## config.mk

```make
export PLATFORM = sky130hd
export DESIGN_NAME = uart_rx_stream_flat
export DESIGN_NICKNAME = d
export VERILOG_FILES = /design/src/rtl/uart_pkg.sv /design/src/rtl/uart_rx_stream_if.sv /design/src/rtl/uart_bit_timer.sv /design/src/rtl/uart_rx_stream.sv /design/src/flat_wrapper.sv
export SDC_FILE = /design/constraint.sdc
export NUM_CORES = 1
export LEC_CHECK = 0
export ABC_AREA = 1
export BUFFER_PORTS_ARGS = -buffer_cell sky130_fd_sc_hd__buf_4
export CAP_MARGIN = 20
export CORE_UTILIZATION = 58
export DETAILED_ROUTE_END_ITERATION = 8
export HOLD_SLACK_MARGIN = 0.08
export PLACE_DENSITY = 0.78
export SLEW_MARGIN = 20
export SYNTH_ARGS = -nofsm -noshare
export SYNTH_HDL_FRONTEND = slang
export SYNTH_SLANG_ARGS = --single-unit
```

## constraint.sdc

```tcl
create_clock -name clk -period 1.64 [get_ports clk]
set_input_delay 0.164 -clock clk [delete_from_list [all_inputs] [get_ports clk]]
set_output_delay 0.164 -clock clk [all_outputs]
set_load 0.05 [all_outputs]
```

## src/rtl/uart_pkg.sv

```systemverilog
// rtl/uart_pkg.sv - shared UART types
// Types shared by the UART receiver and the matching transmitter.
//   rx_state_t : receiver FSM states
//   parity_t   : parity sense (even / odd)
package uart_pkg;

  typedef enum logic [2:0] {
    IDLE,
    START,
    DATA,
    PARITY,
    STOP
  } rx_state_t;

  typedef enum logic {
    PAR_EVEN = 1'b0,
    PAR_ODD  = 1'b1
  } parity_t;

endpackage

```

## src/rtl/uart_rx_stream_if.sv

```systemverilog
// rtl/uart_rx_stream_if.sv - received-word stream interface
// Carries received words from the UART receiver to a consumer.
//   data_out   : received word, LSB = first data bit on the line
//   data_valid : word and status valid, held until accepted
//   data_ready : consumer accepts when data_valid && data_ready
//   frame_err  : stop bit sampled 0 for the presented word
//   parity_err : parity mismatch for the presented word
//   overrun    : sticky, a completed frame was dropped
// Modports: master = receiver side, slave = consumer side.
interface uart_rx_stream_if #(
  parameter int DATA_BITS = 16
);

  logic [DATA_BITS-1:0] data_out;
  logic                 data_valid;
  logic                 data_ready;
  logic                 frame_err;
  logic                 parity_err;
  logic                 overrun;

  modport master (
    output data_out, data_valid, frame_err, parity_err, overrun,
    input  data_ready
  );

  modport slave (
    input  data_out, data_valid, frame_err, parity_err, overrun,
    output data_ready
  );

endinterface

```

## src/rtl/uart_bit_timer.sv

```systemverilog
// rtl/uart_bit_timer.sv - bit-period timer with mid-bit and end-of-period ticks
// Free-running counter 0..CYCLE_DIV-1, held at 0 while clear is high.
//   clk, rst  : clock, synchronous active-high reset
//   clear     : restart the count at 0 on the next cycle
//   half_tick : count == CYCLE_DIV/2-1
//   full_tick : count == CYCLE_DIV-1 (wraps to 0 afterwards)
module uart_bit_timer #(
  parameter int CYCLE_DIV = 100
) (
  input  logic clk,
  input  logic rst,
  input  logic clear,
  output logic half_tick,
  output logic full_tick
);

  localparam int TW = $clog2(CYCLE_DIV);

  logic [TW-1:0] cnt;

  always_ff @(posedge clk) begin
    if (rst || clear) begin
      cnt <= '0;
    end else if (cnt == TW'(CYCLE_DIV - 1)) begin
      cnt <= '0;
    end else begin
      cnt <= cnt + TW'(1);
    end
  end

  assign half_tick = (cnt == TW'(CYCLE_DIV / 2 - 1));
  assign full_tick = (cnt == TW'(CYCLE_DIV - 1));

endmodule

```

## src/rtl/uart_rx_stream.sv

```systemverilog
// rtl/uart_rx_stream.sv - UART receiver with valid/ready word output
// Finds each frame from its start bit, samples mid-bit, assembles DATA_BITS
// LSB-first and presents the word with framing/parity status.
// Optional parity bit: define UART_RX_PARITY_EN.
//   clk    : system clock
//   rst    : synchronous active-high reset
//   rx_in  : asynchronous serial line, idle high
//   rx_bus : uart_rx_stream_if.master (data_out, data_valid, data_ready,
//            frame_err, parity_err, overrun)
module uart_rx_stream
  import uart_pkg::*;
#(
  parameter int DATA_BITS  = 16,
  parameter int CYCLE_DIV  = 100,
  parameter int PARITY_ODD = 0
) (
  input  logic              clk,
  input  logic              rst,
  input  logic              rx_in,
  uart_rx_stream_if.master  rx_bus
);

  localparam int IW = $clog2(DATA_BITS + 1);

`ifdef UART_RX_PARITY_EN
  localparam bit PAR_EN = 1'b1;
`else
  localparam bit PAR_EN = 1'b0;
`endif

  localparam parity_t PAR_SENSE = (PARITY_ODD != 0) ? PAR_ODD : PAR_EVEN;

  logic                 rx_meta;
  logic                 rx_s;
  rx_state_t            state;
  logic [IW-1:0]        idx;
  logic [DATA_BITS-1:0] shift_reg;
  logic                 par_bad;
  logic                 wait_high;
  logic                 half_tick;
  logic                 full_tick;
  logic                 timer_clr;

  always_ff @(posedge clk) begin
    if (rst) begin
      rx_meta <= 1'b1;
      rx_s    <= 1'b1;
    end else begin
      rx_meta <= rx_in;
      rx_s    <= rx_meta;
    end
  end

  // Timer sits at 0 while idle; restarting it at mid-start-bit makes every
  // later full_tick land in the middle of a bit.
  assign timer_clr = (state == IDLE) || ((state == START) && half_tick);

  uart_bit_timer #(
    .CYCLE_DIV (CYCLE_DIV)
  ) u_timer (
    .clk       (clk),
    .rst       (rst),
    .clear     (timer_clr),
    .half_tick (half_tick),
    .full_tick (full_tick)
  );

  always_ff @(posedge clk) begin
    if (rst) begin
      state             <= IDLE;
      idx               <= '0;
      shift_reg         <= '0;
      par_bad           <= 1'b0;
      wait_high         <= 1'b0;
      rx_bus.data_out   <= '0;
      rx_bus.data_valid <= 1'b0;
      rx_bus.frame_err  <= 1'b0;
      rx_bus.parity_err <= 1'b0;
      rx_bus.overrun    <= 1'b0;
    end else begin
      if (rx_bus.data_valid && rx_bus.data_ready) begin
        rx_bus.data_valid <= 1'b0;
      end
      case (state)
        IDLE: begin
          // After a low stop bit (e.g. break) the line must go high again
          // before a new falling edge can count as a start bit.
          if (wait_high) begin
            if (rx_s) wait_high <= 1'b0;
          end else if (!rx_s) begin
            state <= START;
          end
        end
        START: begin
          if (half_tick) begin
            idx   <= '0;
            state <= rx_s ? IDLE : DATA;
          end
        end
        DATA: begin
          if (full_tick) begin
            for (int i = 0; i < DATA_BITS; i++) begin
              if (idx == IW'(i)) shift_reg[i] <= rx_s;
            end
            if (idx == IW'(DATA_BITS - 1)) begin
              idx   <= '0;
              state <= PAR_EN ? PARITY : STOP;
            end else begin
              idx <= idx + IW'(1);
            end
          end
        end
        PARITY: begin
          if (full_tick) begin
            par_bad <= rx_s ^ (^shift_reg) ^ 1'(PAR_SENSE);
            state   <= STOP;
          end
        end
        STOP: begin
          if (full_tick) begin
            state     <= IDLE;
            wait_high <= ~rx_s;
            // Output slot is free if empty or being accepted this very cycle.
            if (!rx_bus.data_valid || rx_bus.data_ready) begin
              rx_bus.data_out   <= shift_reg;
              rx_bus.frame_err  <= ~rx_s;
              rx_bus.parity_err <= PAR_EN & par_bad;
              rx_bus.data_valid <= 1'b1;
            end else begin
              rx_bus.overrun <= 1'b1;
            end
          end
        end
        default: state <= IDLE;
      endcase
    end
  end

endmodule
```

## src/flat_wrapper.sv

```systemverilog
// flat-port wrapper written by rule: the top's interface ports become plain ports
module uart_rx_stream_flat import uart_pkg::*;
#(
  parameter int DATA_BITS  = 16,
  parameter int CYCLE_DIV  = 100,
  parameter int PARITY_ODD = 0
)
  (clk, rst, rx_in, rx_bus_data_out, rx_bus_data_valid, rx_bus_frame_err, rx_bus_parity_err, rx_bus_overrun, rx_bus_data_ready);
  uart_rx_stream_if #(.DATA_BITS(DATA_BITS)) rx_bus_i ();
  input  logic clk;
  input  logic rst;
  input  logic rx_in;
  output wire logic [$bits(rx_bus_i.data_out)-1:0] rx_bus_data_out;
  output wire logic [$bits(rx_bus_i.data_valid)-1:0] rx_bus_data_valid;
  output wire logic [$bits(rx_bus_i.frame_err)-1:0] rx_bus_frame_err;
  output wire logic [$bits(rx_bus_i.parity_err)-1:0] rx_bus_parity_err;
  output wire logic [$bits(rx_bus_i.overrun)-1:0] rx_bus_overrun;
  input wire logic [$bits(rx_bus_i.data_ready)-1:0] rx_bus_data_ready;
  assign rx_bus_data_out = rx_bus_i.data_out;
  assign rx_bus_data_valid = rx_bus_i.data_valid;
  assign rx_bus_frame_err = rx_bus_i.frame_err;
  assign rx_bus_parity_err = rx_bus_i.parity_err;
  assign rx_bus_overrun = rx_bus_i.overrun;
  assign rx_bus_i.data_ready = rx_bus_data_ready;
  uart_rx_stream #(.DATA_BITS(DATA_BITS), .CYCLE_DIV(CYCLE_DIV), .PARITY_ODD(PARITY_ODD)) u_core (.clk(clk), .rst(rst), .rx_in(rx_in), .rx_bus(rx_bus_i));
endmodule
```

# --- Word level (Yosys, flattened, before mapping) ---
# Index checks and enable logic that the tools add are counted.
word_totals:
  output_inout_bits: 20
  regBits: 53
  elab_cells: 111
op_classes:
  n_reduce_logical: 32
  mux: 21
  bitwise: 2
  n_eq_ne: 28
  addsub: 2
ops:
  columns: ["op", "n"]
  rows:
  - ["3-bit AND reduction", 19]
  - ["5-bit by 4-bit equality test with 1-bit output (second input constant)", 8]
  - ["3-bit 2-to-1 mux", 7]
  - ["5-bit by 3-bit equality test with 1-bit output (second input constant)", 4]
  - ["5-bit 2-to-1 mux", 3]
  - ["3-bit one-hot mux with 5 select lines", 1]
  - ["5-bit by 2-bit equality test with 1-bit output (second input constant)", 2]
  - ["2-bit by 1-bit != test with 1-bit output (second input constant)", 5]
  - ["5-bit one-hot mux with 2 select lines", 1]
  - ["7-bit by 1-bit adder with 7-bit output (second input constant)", 1]
  - ["7-bit by 6-bit equality test with 1-bit output (second input constant)", 1]
  - ["7-bit equality test (second input constant)", 1]
  - ["1-bit 2-to-1 mux", 7]
  - ["7-bit AND reduction", 1]
  - ["3-bit by 2-bit equality test with 1-bit output (second input constant)", 2]
  - ["5-bit by 1-bit adder with 5-bit output (second input constant)", 1]
  - ["5-bit by 1-bit equality test with 1-bit output (second input constant)", 1]
  - ["5-bit zero test", 1]
  - ["2-bit != test (second input constant)", 2]
  - ["2-bit nonzero test", 2]
  - ["3-bit by 1-bit equality test with 1-bit output (second input constant)", 1]
  - ["3-bit equality test (second input constant)", 1]
  - ["3-bit zero test", 1]
  - ["1-bit logical OR", 3]
  - ["7 further kinds", 9]

# --- Logic depth before layout (Yosys ltp) ---
# Gate-level depths: netlist of run 1.
logic_depth:
  ltp_word: 5
  depth_mapped: 11
  depth_no_buf: 11

# --- By module ---
# A second synthesis of run 1 with hierarchy kept.
unflattened:
  cells_unflattened: 317
  area_unflattened_um2: 2412.3
by_module_without_submodules:
  columns: ["mod", "cells_per_inst", "area_each_um2", "n_inst"]
  rows:
  - ["uart_rx_stream", 270, 2048.2, 1]
  - ["uart_bit_timer", 47, 364.1, 1]

# --- Least setup slack after synthesis of run 1 ---
# No wires, ideal clock.
synth_path:
  path_type: "register to register"
  start: "reg u_core.rx_bus.data_valid"
  end: "reg u_core.rx_bus.data_out[11]"
  path_slack_ns: 0.111
  stages_incl_launch_ff: 7
  arrival_time_ns: 1.395
  path_cell_list: "dfxtp_1 inv_1 nor2_1 inv_2 clkbuf_1 a21oi_1 nor3_2"
synth_between:
  elab_chain_cells: 3
synth_lines:
  columns: ["item", "line_no", "source"]
  rows:
  - ["from (decl)", "uart_rx_stream_if.sv:22", "output data_out, data_valid, frame_err, parity_err, overrun,"]
  - ["from (signal assigned)", "uart_rx_stream.sv:76", "rx_bus.data_valid <= 1'b0;"]
  - ["from (signal assigned)", "uart_rx_stream.sv:82", "rx_bus.data_valid <= 1'b0;"]
  - ["from (signal assigned)", "uart_rx_stream.sv:128", "rx_bus.data_valid <= 1'b1;"]
  - ["1-bit zero test", "uart_rx_stream.sv:124", "if (!rx_bus.data_valid || rx_bus.data_ready) begin"]
  - ["1-bit logical OR", "uart_rx_stream.sv:124", null]
  - ["3-bit AND reduction (no source line)", null, null]
  - ["to (signal assigned)", "uart_rx_stream.sv:125", "rx_bus.data_out <= shift_reg;"]
  - ["to (decl)", "uart_rx_stream_if.sv:22", null]
# Every way passes these cells.
# A chain may end at the register's enable or synchronous reset.

# --- Worst setup path in the final report of run 1 ---
layout_path:
  start: "reg u_core.u_timer.cnt[1]"
  end: "reg u_core.rx_bus.data_out[0]"
layout_between:
  elab_chain_cells: 2
layout_lines:
  columns: ["item", "line_no", "source"]
  rows:
  - ["from (decl)", "uart_bit_timer.sv:19", "logic [TW-1:0] cnt;"]
  - ["from (signal assigned)", "uart_bit_timer.sv:27", "cnt <= cnt + TW'(1);"]
  - ["7-bit equality test", "uart_bit_timer.sv:32", "assign full_tick = (cnt == TW'(CYCLE_DIV - 1));"]
  - ["3-bit AND reduction (no source line)", null, null]
# Every way passes these cells.

==> results_dict.tcl, run 1 <==
set metrics [dict create \
    status "finished, final reports clean" \
    synthAdderAreaFrac 0.0297 \
    p_leak_nw 1.21 \
    place_hpwl_um 3480 \
    finalSetupTns_ns 0 \
    vias_per_cell 5.19 \
    yosysUniqueCellTypes 31 \
    synthCells 341 \
    antenna_found_initial 0 \
    synth_seq_cells 53 \
    critPathTopFamily "simple AND/OR/NAND/NOR gates" \
    ir_worst_vdd_uv 818 \
    reg2reg_depth 8 \
    r2r_slack_ns 0.15 \
    ys_seq_area_frac 0.420 \
    grt_pass1_vias 1919 \
    synth_mux_area_frac 0 \
    htree_num_levels 2 \
    boundaryPins 24 \
    finalInstanceArea_sq_um 2830 \
    critical_path_required_ns 1.87 \
    finalSetupViolCount 0 \
    start_util 0.618 \
    yosys.area_share.simple 0.343 \
    multi_input_area_sq_um 1260 \
    cts_sinks 53 \
    power_density_nw_per_um2 1060 \
    dieHeight_um 68.0 \
    cp-start-kind "register" \
    cp.arrival_ns 1.73 \
    insertedDiodeCount 0 \
    synth_area_per_cell_sq_um 7.40 \
    rows 23 \
    vias 2150 \
    track_usage 0.244 \
    gp_congestion 0.840 \
    drc 0 \
    register_area_sq_um 1070 \
    ys_warn_count 0 \
    final_common_cell "nor2_1" \
    first_pass_iters 4 \
    rsz0062_at_grt "no" \
    layout-drive-gt1-share 0.192 \
    grt_pass1_wl_um 8510 \
    grtUsageMet3 0.0633 \
    cts_setup_buffers 0 \
    fp.dieW_um 68.0 \
    finalHoldViolCount 0 \
    critPathSlowestCell "dfxtp_1" \
    hp-class "in2reg" \
    fin_skew_ns 0.0103 \
    synth_area_sq_um 2520 \
    fin_crit_sh 0.910 \
    cpPeakStageDelay_ns 0.38 \
    synth_nets 351 \
    worstPathCellList "ha_1 -> nand2_1 -> inv_2 -> nand3_4 -> nor2_4 -> buf_6 -> a21oi_1 -> nor3_1" \
    path_max_fanout 20 \
    wl_per_cell_um 12.4 \
    min_period_ns 1.49 \
    crit_start "u_core.u_timer.cnt[1]$_SDFF_PP0_" \
    final_nets 373 \
    r2r_end "u_core.rx_bus.data_out[0]$_SDFFE_PP0P_" \
    placed_area_sq_um 2710 \
    synth_xor_area_frac 0.0208 \
    cts_buffer_depth 2 \
    port_buffers 22 \
    timing.rr.start "u_core.u_timer.cnt[1]$_SDFF_PP0_" \
    worstSetupEndpointType "register" \
    gr-total-overflow 0 \
    syn2layout_area_growth_pct 12.0 \
    worstSetupPathDepth 8 \
    die_area_sq_um 4620 \
    met1_usage 0.322 \
    wl_um 5130 \
    grt_max_degree 33 \
    fin_hold_ws_ns 0.173 \
    grt.met2_usage 0.375 \
    path_clk_slew_ns 0.10 \
    drtAntennaViolNets 0 \
    cts_tree "done" \
    finalMaxSlewViolations 0 \
    ctsRootBufferMaster "clkbuf_8" \
    cp.buffers_inverters 2 \
    synth_top_family_by_area "simple AND/OR/NAND/NOR gates" \
    cts_buffers 5 \
    maxCapViolCount 0 \
    final_cell_mix "nor2_1 (69), nand2_1 (50), dfxtp_1 (50)" \
    grt-busiest-layer "met2" \
    fillers 366 \
    synth-compound-area-share 0.103 \
    clock_latency_ns 0.31 \
    drtIter0Drc 130 \
    crit_type "reg2reg" \
    max_freq_mhz 670 \
    fp.coreArea_sq_um 4090 \
    cp-endpoint "u_core.rx_bus.data_out[0]$_SDFFE_PP0P_" \
]
## final cells by class
| cell class | instances | share of cell area |
|---|---|---|
| clock buffer | 5 | 0.0243 |
| clock inverter | 3 | 0.00797 |
| inverter | 28 | 0.0372 |
| multi-input combinational | 246 | 0.447 |
| sequential | 53 | 0.378 |
| tap | 50 | 0.0221 |
| timing repair buffer | 29 | 0.0837 |
## metrics by stage
step,util,std cells,power [mW],worst slack [ns]
6_report,0.692,414,3.00,0.147
4_1_cts,0.687,414,2.98,0.0443
3_5_place_dp,0.663,405,2.25,0.0626
3_3_place_gp,0.663,405,2.22,0.140
2_1_floorplan,-,341,2.06,0.111
5_1_grt,0.692,414,3.22,0.00920
## cell families (layout without fill, tap and decap cells)
kind of cell	after synthesis	in the layout
xor gates and xnor gates	6	6
adders and majority gates	6	6
DFF	53	53
AOI/OAI and AO/OA	48	48
other	1	1
buffers and inverters	42	65
and+or+nand+nor	185	185
## synth_stat cells
cell type	n	share of area
nor2_1	69	0.10
dfxtp_1	53	0.42
nand2_1	50	0.074
a21oi_1	37	0.073
nand3_1	29	0.058
inv_1	23	0.034
nor3_1	12	0.024
nor2_2	8	0.020
buf_6	6	0.027
ha_1	6	0.030
clkbuf_1	5	0.0074
nor3_2	5	0.020
o21ai_0	5	0.0099
xor2_1	4	0.014
inv_2	3	0.0045
nor2_4	3	0.013
or2_2	3	0.0074
a21oi_2	2	0.0069
buf_1	2	0.0030
clkinv_1	2	0.0030
nand2_2	2	0.0050
o21bai_1	2	0.0059
xnor2_1	2	0.0069
buf_4	1	0.0030
conb_1	1	0.0015
nand2_4	1	0.0045
nand3_4	1	0.0069
nand4_1	1	0.0025
nand4_2	1	0.0050
o2111ai_1	1	0.0035
o21ai_2	1	0.0035
## worst register-to-register path, delay by kind of cell (launching register included)
family,cells,cell delay (ns)
flops,1,0.38
buf+inv,2,0.28
simple gates,4,0.45
compound gates,1,0.10
fa+ha+maj,1,0.22
## timing repair
action | in CTS | in global routing
gates resized for setup | 0 | 7
hold buffers | 1 | 0
endpoints found under the setup margin | 0 | 23
hold endpoints to repair | 1 | 0
## how the worst min path moves through the flow
stage,start,endpoint,slack (ns),cells after the start
after floorplan,rx_in,u_core.rx_meta$_SDFF_PP1_,0.27,1
after global placement,rx_in,u_core.rx_meta$_SDFF_PP1_,0.35,2
after detailed placement,rx_in,u_core.rx_meta$_SDFF_PP1_,0.36,2
after CTS,rx_bus_data_ready,u_core.rx_bus.data_valid$_SDFF_PP0_,0.17,4
after global routing,rx_bus_data_ready,u_core.rx_bus.data_valid$_SDFF_PP0_,0.19,4
final,rx_bus_data_ready,u_core.rx_bus.data_valid$_SDFF_PP0_,0.17,4
## power breakdown
group	leakage, nW	internal, mW	switching, mW	total (mW)
Combinational	0.736	0.249	0.554	0.803
Sequential	0.430	1.37	0.0862	1.46
Clock	0.0481	0.303	0.432	0.736
## per-layer routing
metal | vias to the layer above | share of wire
met1 | 961 | 0.50
met5 | - | 0
met2 | 47 | 0.45
met4 | 0 | 0.011
li1 | 1136 | -
met3 | 6 | 0.042
Power figures use the tool's default switching activity.
==> inputs of run 2 (changes only) <==
Settings changed: ABC_CLOCK_PERIOD_IN_PS from default to 1640, MAX_ROUTING_LAYER from default to met4.
==> run 2 against run 1 <==
Effect of this change: worst setup slack worse by 0.034 ns; register-to-register slack got worse by 0.03 ns; design area rose by 1.1%; power increased by 1.1%; count of clock-buffer cells in the layout did not move; hold slack got worse by 0.016 ns; sequential share of layout area fell by 0.50 points; utilization grew 0.77 points.
==> results_dict.tcl, run 2 (same netlist as run 1, synthesis figures left out) <==
set metrics [dict create \
    status "finished, final reports clean" \
    grt_pass1_wl_um 8670 \
    worstSetupEndpointType "register" \
    finalMaxSlewViolations 0 \
    antenna_found_initial 0 \
    placed_area_sq_um 2710 \
    finalInstanceArea_sq_um 2860 \
    critical_path_required_ns 1.88 \
    cts_buffers 5 \
    finalSetupTns_ns 0 \
    register_area_sq_um 1060 \
    grt_pass1_vias 1922 \
    cp-start-kind "register" \
    fin_crit_sh 0.931 \
    ctsRootBufferMaster "clkbuf_8" \
    cpPeakStageDelay_ns 0.42 \
    final_cell_mix "nor2_1 (68), dfxtp_1 (50), nand2_1 (48)" \
    cts_tree "done" \
    finalHoldViolCount 0 \
    cts_sinks 53 \
    hp-class "in2reg" \
    port_buffers 22 \
    path_clk_slew_ns 0.10 \
    path_max_fanout 19 \
    final_common_cell "nor2_1" \
    first_pass_iters 4 \
    min_period_ns 1.53 \
    crit_type "reg2reg" \
    max_freq_mhz 655 \
    place_hpwl_um 3490 \
    die_area_sq_um 4620 \
    htree_num_levels 2 \
    drc 0 \
    final_nets 373 \
    power_density_nw_per_um2 1060 \
    vias_per_cell 5.31 \
    ir_worst_vdd_uv 764 \
    rows 23 \
    drtIter0Drc 178 \
    fin_hold_ws_ns 0.157 \
    clock_latency_ns 0.31 \
    maxCapViolCount 0 \
    boundaryPins 24 \
    multi_input_area_sq_um 1290 \
    cts_setup_buffers 0 \
    cp.arrival_ns 1.76 \
    cts_buffer_depth 2 \
    wl_per_cell_um 12.8 \
    gp_congestion 0.898 \
    fp.coreArea_sq_um 4090 \
    p_leak_nw 1.21 \
    track_usage 0.258 \
    vias 2199 \
    layout-drive-gt1-share 0.209 \
    drtAntennaViolNets 0 \
    fin_skew_ns 0.0145 \
    gr-total-overflow 0 \
    start_util 0.618 \
    dieHeight_um 68.0 \
    fillers 344 \
    fp.dieW_um 68.0 \
    syn2layout_area_growth_pct 13.2 \
    insertedDiodeCount 0 \
    finalSetupViolCount 0 \
    grt_max_degree 33 \
    worstPathCellList "ha_4 -> nand2_1 -> inv_2 -> nand3_4 -> nor2_4 -> buf_8 -> a21oi_1 -> nor3_2" \
    critPathSlowestCell "dfxtp_1" \
    wl_um 5290 \
]
## run 2: cell counts in the layout (fill, tap and decap cells not counted)
No cell type changed its count.
## run 2: area by class of cell
cell class / instances / share of cell area
Tap cell: 50 / 0.0219
Clock buffer: 5 / 0.0241
Clock inverter: 3 / 0.00788
Sequential cell: 53 / 0.373
Multi-Input combinational cell: 246 / 0.453
Timing Repair Buffer: 29 / 0.0841
Inverter: 28 / 0.0368
## run 2: routing by layer
metal	up-vias	track usage	wire length [um]
li1	1141	-	-
met3	7	0.0583	297
met5	-	-	0
met2	62	0.376	2410
met4	0	0.0911	63
met1	989	0.348	2510
## run 2: report_power, final
group / internal (mW) / switching, mW / leakage (nW)
Clock: 0.304 / 0.436 / 0.0481
Combinational: 0.268 / 0.573 / 0.735
Sequential: 1.37 / 0.0832 / 0.429
Total: 1.94 / 1.09 / 1.21
## run 2: worst max-delay path, delay by kind of cell, from the launching register on
family	cells	cell delay, ns
AND/OR/NAND/NOR	4	0.47
adder cells (fa/ha/maj)	1	0.19
flip-flops	1	0.42
buffers and inverters	2	0.26
AO/OA/AOI/OAI	1	0.11
## run 2: worst paths after layout
path	from	endpoint	slack (ns)	depth (start not counted)
max	u_core.u_timer.cnt[1]$_SDFF_PP0_	u_core.rx_bus.data_out[6]$_SDFFE_PP0P_	0.11	8
min	rx_bus_data_ready	u_core.rx_bus.data_valid$_SDFF_PP0_	0.16	4
max reg2reg	u_core.u_timer.cnt[1]$_SDFF_PP0_	u_core.rx_bus.data_out[6]$_SDFFE_PP0P_	0.11	8
min reg2reg	u_core.rx_meta$_SDFF_PP1_	u_core.rx_s$_SDFF_PP1_	0.42	1
## run 2: what timing repair did
action,in CTS,in global routing
hold buffers,1,0
resized for setup,2,12
setup endpoints to repair,3,22
hold endpoints to repair,1,0
## run 2: through the flow
stage,utilization,std cells,setup slack [ns],power [mW]
global route,0.699,414,-0.0165,3.25
global placement,0.663,405,0.111,2.23
CTS,0.689,414,0.0440,3.00
floorplan,-,341,0.111,2.06
finish,0.699,414,0.114,3.03
detailed placement,0.663,405,0.0124,2.26
